==> config.mk <==
export PLATFORM = sky130hd
export DESIGN_NAME = cfg_shadow_bank
export DESIGN_NICKNAME = d
export VERILOG_FILES = /design/src/rtl/cfg_shadow_bank.sv
export SDC_FILE = /design/constraint.sdc
export NUM_CORES = 1
export LEC_CHECK = 0
export CAP_MARGIN = 20
export CORE_ASPECT_RATIO = 1.25
export CORE_MARGIN = 2
export CORE_UTILIZATION = 52
export DETAILED_ROUTE_END_ITERATION = 8
export MAX_ROUTING_LAYER = met4
export PLACE_DENSITY = 0.76
export SETUP_SLACK_MARGIN = 0.5
export SYNTH_ARGS = -nofsm -noshare
export SYNTH_HDL_FRONTEND = slang
export SYNTH_SLANG_ARGS = --single-unit
==> constraint.sdc <==
create_clock -name clk -period 3.4 [get_ports clk]
set_input_delay 0.68 -clock clk [delete_from_list [all_inputs] [get_ports clk]]
set_output_delay 0.68 -clock clk [all_outputs]
set_load 0.02 [all_outputs]
==> src/rtl/cfg_shadow_bank.sv <==
// +-----------------------------------------------------------------------+
// | cfg_shadow_bank: NREG x WIDTH shadow/active configuration registers    |
// | with a guarded settle-then-apply commit sequence.                      |
// | Rev 1.0                                                                |
// +-----------------------------------------------------------------------+
`default_nettype none

module cfg_shadow_bank #(
  parameter int               WIDTH      = 8,
  parameter int               NREG       = 4,
  parameter int               ADDRW      = 2,
  parameter logic [WIDTH-1:0] RESET_VAL  = '0,
  parameter int               SETTLE_CYC = 3
) (
  input  logic                  clk,
  input  logic                  rst,
  input  logic                  wr_valid,
  output logic                  wr_ready,
  input  logic [ADDRW-1:0]      wr_addr,
  input  logic [WIDTH-1:0]      wr_data,
  input  logic                  commit,
  input  logic                  lock,
  output logic [NREG*WIDTH-1:0] cfg_out,
  output logic                  dirty,
  output logic                  busy,
  output logic                  done,
  output logic                  err
);

  typedef enum logic [1:0] {
    S_IDLE   = 2'd0,
    S_SETTLE = 2'd1,
    S_APPLY  = 2'd2
  } state_t;

  localparam logic [ADDRW:0] c_NREG   = (ADDRW+1)'(NREG);
  localparam logic [7:0]     c_SETTLE = 8'(SETTLE_CYC);

  state_t                  state_q, state_d;
  logic [7:0]              cnt_q, cnt_d;
  logic [NREG*WIDTH-1:0]   shadow_q;
  logic [NREG*WIDTH-1:0]   active_q;
  logic                    dirty_q, done_q, err_q;
  logic                    w_fire, w_in_range, w_apply;

  assign wr_ready   = (state_q == S_IDLE) && !lock && !rst;
  assign w_fire     = wr_valid && wr_ready;
  assign w_in_range = ({1'b0, wr_addr} < c_NREG);
  assign w_apply    = (state_q == S_APPLY);

  always_comb begin
    state_d = state_q;
    cnt_d   = cnt_q;
    case (state_q)
      S_IDLE: begin
        if (commit && !lock) begin
          if (SETTLE_CYC == 0) begin
            state_d = S_APPLY;
          end else begin
            state_d = S_SETTLE;
            cnt_d   = c_SETTLE;
          end
        end
      end
      S_SETTLE: begin
        // Leaving on the count of 1 gives exactly SETTLE_CYC cycles here.
        if (cnt_q <= 8'd1) state_d = S_APPLY;
        else               cnt_d   = cnt_q - 8'd1;
      end
      S_APPLY: state_d = S_IDLE;
      default: state_d = S_IDLE;
    endcase
  end

  always_ff @(posedge clk or posedge rst) begin
    if (rst) begin
      state_q  <= S_IDLE;
      cnt_q    <= 8'd0;
      active_q <= {NREG{RESET_VAL}};
      dirty_q  <= 1'b0;
      done_q   <= 1'b0;
      err_q    <= 1'b0;
    end else begin
      state_q <= state_d;
      cnt_q   <= cnt_d;
      done_q  <= w_apply;
      err_q   <= w_fire && !w_in_range;
      if (w_apply) begin
        active_q <= shadow_q;
        dirty_q  <= 1'b0;
      end else if (w_fire && w_in_range) begin
        dirty_q  <= 1'b1;
      end
    end
  end

  for (genvar i = 0; i < NREG; i++) begin : g_word
    always_ff @(posedge clk or posedge rst) begin
      if (rst) begin
        shadow_q[i*WIDTH +: WIDTH] <= RESET_VAL;
      end else if (w_fire && (wr_addr == ADDRW'(i))) begin
        shadow_q[i*WIDTH +: WIDTH] <= wr_data;
      end
    end
  end

  assign cfg_out = active_q;
  assign dirty   = dirty_q;
  assign busy    = (state_q != S_IDLE);
  assign done    = done_q;
  assign err     = err_q;

endmodule

`default_nettype wire

# Word-level counts from Yosys, hierarchy flattened
# Index checks and enable logic that the tools add are counted.
totals:
  latchBits: 0
  memories: 0
  register_bits: 76
  mem_bits_ro: 0
  mem_bits_rw: 0
  elab_cells: 44
  output_inout_bits: 37
  input_bits: 15
classes:
  n_lt_le_gt_ge: 1
  bitwise_logic: 0
  n_shift: 0
  mux: 8
  add_sub_neg: 1
  mul: 0
  n_div: 0
  n_eq_ne: 8
  n_reduce_logical: 17
op_table:
  columns: ["cell", "count"]
  rows:
  - ["2-to-1 mux 8 bit", 2]
  - ["one-hot mux 8 bit (2 select lines)", 1]
  - ["<= comparator 8 x 1 -> 1 bit, second input constant", 1]
  - ["logical AND 1 bit", 8]
  - ["subtractor 8 x 1 -> 8 bit, second input constant", 1]
  - ["== test 2 bit, second input constant", 3]
  - ["nonzero test 2 bit", 3]
  - ["== test 2 x 1 -> 1 bit, second input constant", 2]
  - ["zero test 2 bit", 2]
  - ["2-to-1 mux 2 bit", 2]
  - ["!= test 2 bit, second input constant", 2]
  - ["one-hot mux 2 bit (2 select lines)", 1]
  - ["AND reduction 3 bit", 1]
  - ["zero test 1 bit", 2]
  - ["2-to-1 mux 1 bit", 2]
  - ["!= test 2 x 1 -> 1 bit, second input constant", 1]
  - ["AND reduction 2 bit", 1]

# Depth between registers and ports, before layout
logic_depth:
  depth_word: 6
  mapped_depth: 5
  depth_no_buf: 5

# Least setup slack after synthesis
# No wires, ideal clock.
synth_timing:
  path_type: "register to output"
  startpoint: "register state_q[1]"
  endpoint: "output port wr_ready"
  path_stages_with_launch: 5
  path_buffers: 1
  required_ns: 2.720
  t_arrival_ns: 1.352
  slack_ns: 1.368
  cell_sequence: "dfrtp_1 > clkbuf_1 > nor2_1 > inv_1 > nor3_1"
synth_between:
  elab_chain_len: 3
synth_rtl:
  columns: ["item", "line", "text"]
  rows:
  - ["from (decl)", "39", "state_t state_q, state_d;"]
  - ["from (signal assigned)", "84", "state_q <= state_d;"]
  - ["zero test 2 bit", "46", "assign wr_ready = (state_q == S_IDLE) && !lock && !rst;"]
  - ["logical AND 1 bit (2 in series)", "46", null]
  - ["to (decl)", "18", "output logic wr_ready,"]
# No other way between the ends.

# Final worst setup path
layout_timing:
  startpoint: "input port lock"
  endpoint: "output port wr_ready"
layout_between:
  elab_chain_len: 3
layout_rtl:
  columns: ["item", "line", "text"]
  rows:
  - ["from (decl)", "22", "input logic lock,"]
  - ["zero test 1 bit", "46", null]
  - ["logical AND 1 bit (2 in series)", "46", null]
# No other way between the ends.

==> flow_summary.ini <==
[sta]
setup_ws_ns = 0.753
setup_viol = 0
finalCriticalPeriod_ns = 2.65
fmax_ghz = 0.378
rsz0062_at_grt = false
setup_tns_ns = 0
hold_viol_final = 0
slew_headroom_pct = 51.0
slew_viol_final = 0
period_share_pct = 77.9
worstMarginPinSlew_ns = 0.733
skew_ns = 0.00528

[logic_synthesis]
synth-seq-cells = 76
synthTopCellsByArea = dfrtp_1, mux2_2, mux2i_1
yosysSeqAreaShare_pct = 62.4
synth_warnings = 0
ys_types = 33
synth_xor_area_share_pct = 0
synth_edf_count = 0
synthSimpleGateAreaFrac_pct = 7.26
yosysTopAreaCell = dfrtp_1
postSynthAreaPerCell_um2 = 14.7
synth_mux_area_share_pct = 24.9
synth_top_area_share_pct = 62.4
synth-adder-area-share_pct = 0.821
synth_area_um2 = 3050
synthArstFlopShare_pct = 100
synthCells = 208
ys.flop_type = dfrtp_1
synth_compound_area_share_pct = 2.54
synth_top_family_by_area = multiplexers
syn_nets = 225

[worst_setup_path]
cp_max_fo = 4
path_cells = clkdlybuf4s50_1 -> nor3_1 -> clkdlybuf4s50_1
critPathKind = in2out
r2r_end = cfg_out[2]
critPathMaxStageDelay_ns = 0.62
r2r_setup_slack_ns = 1.49
r2r_start = state_q[0]
cpMaxStageDelayCell = clkdlybuf4s50_1
endpoint_kind = primary output
cp-start-kind = input port
cp.arrival_ns = 1.97
critPathMostFrequentCell = clkdlybuf4s50_1
rr_worst_depth = 4
required_ns = 2.72

[place]
post-place-ws_ns = 0.763
dpl_cell_area_um2 = 3640
numPortBuffers = 50
hpwl_um = 3770
finalWeightedCongestion = 0.842

[route]
wl_per_cell_um = 16.8
wl_um = 5650
drtIter0Drc = 39
first_pass_iters = 4
viasPerCell = 5.54
vias = 1866
drc = 0
ant_nets = 0

[floorplan]
die_h_um = 89.6
fp.coreArea_um2 = 5740
die_area_um2 = 6500
fp-row-count = 31
start_util_pct = 53.1
die_w_um = 72.5
pin_count = 52

[global_routing]
grt_antenna_before_repair = 0
grt_max_degree = 44
grt_overflow_total = 0
grt_pass1_wl_um = 9120
grt_usage_pct = 19.7
grt_pass1_vias = 1873

[clock_tree]
clk_latency_ns = 0.34
path_clk_slew_ns = 0.07
numCtsBuffers = 9
htree_levels = 3
clock-sinks = 76
cts_resized = 0
cts_tree = done
postCtsSetupBuffers = 0
clk_path_buf_depth = 2
ctsHoldBuffers = 0
cts_root_buf = clkbuf_8

[power_and_ir_drop]
p_leak_nw = 1.82
power_density_nw_per_um2 = 889
ir_worst_vdd_mv = 0.411

[final_layout]
stdcell_area_um2 = 3850
antennaDiodeCount = 0
area_delta_synth_final_pct = 26.4
final_nets = 283
drive_gt1_share_pct = 33.2
fillers = 438

[hold_path]
min_path_cells = 1
min_to = cfg_out[11]
min_path_type = reg2reg
min_from = cfg_out[11]

[outcome]
status = complete, no violations

[run]
max_cap_viol_count = 0
==> layout make-up <==
class,instances,area [um^2],share of cell area [%]
clock buffers,11,141,3.67
flip-flops and latches,76,1900,49.3
multi-input cells,118,1090,28.2
repair buffers,53,536,13.9
well taps,66,82.6,2.14
inverters,8,30.0,0.779
clock inverters,5,75.1,1.95
==> cells in the final DEF, fill, tap and decap left out, types with 2 or more instances in the layout <==
master / count
a21oi_1: 3
buf_4: 2
bufinv_16: 2
clkbuf_8: 10
clkdlybuf4s50_1: 50
clkinv_2: 3
dfrtp_1: 76
ha_1: 2
inv_1: 6
inv_2: 2
mux2_2: 64
mux2i_1: 4
nand2_1: 6
nand3b_1: 2
nand4b_1: 2
nor2_1: 7
nor3_1: 5
nor4_1: 2
or2_2: 2
or3_1: 3
or4_1: 2
==> cells in the mapped netlist, drive strengths merged, types with 2 or more instances <==
cell / instances
dfrtp: 76
a21oi: 3
nand4b: 2
o21ai: 2
or2: 2
or4: 2
buf: 3
mux2: 64
or4b: 2
nand3b: 2
nor2: 7
nand2: 6
inv: 8
or3: 3
clkbuf: 3
mux2i: 4
ha: 2
nor4: 2
nor3: 5
==> worst max-delay path: cells and delay by family <==
family | cells | cell delay, ns
buffers and inverters | 2 | 1.08
AND/OR/NAND/NOR | 1 | 0.20
==> registers in the layout (all words and copies together), names as in the netlist <==
name and flops:
cfg_out 32, cnt_q 8, dirty 1, done 1
shadow_q 32, state_q 2
==> power breakdown <==
group          leakage [nW]  switching (W)  internal [W]  total [W]
Clock                 0.113       0.000317      0.000430   0.000747
Combinational         0.712       0.000549      0.000653    0.00120
Sequential            0.997       0.000214       0.00126    0.00148
==> cells by family (layout without fill, tap and decap cells) <==
| kind of cell | count (synthesis) | after routing |
|---|---|---|
| muxes | 68 | 68 |
| other | 1 | 1 |
| AOI/OAI and AO/OA | 10 | 10 |
| buffers and inverters | 14 | 77 |
| and+or+nand+nor | 37 | 37 |
| adders and majority gates | 2 | 2 |
| DFF | 76 | 76 |
==> worst max path at each step <==
stage / start / to / depth (start not counted)
5_1_grt: state_q[0] / wr_ready / 4
3_5_place_dp: lock / wr_ready / 3
3_3_place_gp: lock / wr_ready / 3
2_1_floorplan: rst / cfg_out[0] / 1
6_report: lock / wr_ready / 3
4_1_cts: lock / wr_ready / 3
==> per-layer routing <==
metal	up-vias	GRT usage [%]	share of wire, %
met2	38	29.9	50
met5	-	-	0
met1	964	25.0	45
li1	859	-	-
met3	5	5.69	3.8
met4	0	8.25	0.81
==> metrics by stage <==
step	utilization [%]	std cells	hold WS, ns	power [W]
floorplan	-	208	0.474	0.00223
global placement	63.4	321	0.481	0.00266
detailed placement	63.4	321	0.489	0.00270
CTS	67.2	337	0.507	0.00346
global route	67.2	337	0.523	0.00363
finish	67.2	337	0.505	0.00343
Note: power is estimated with default switching activity, not from simulation.
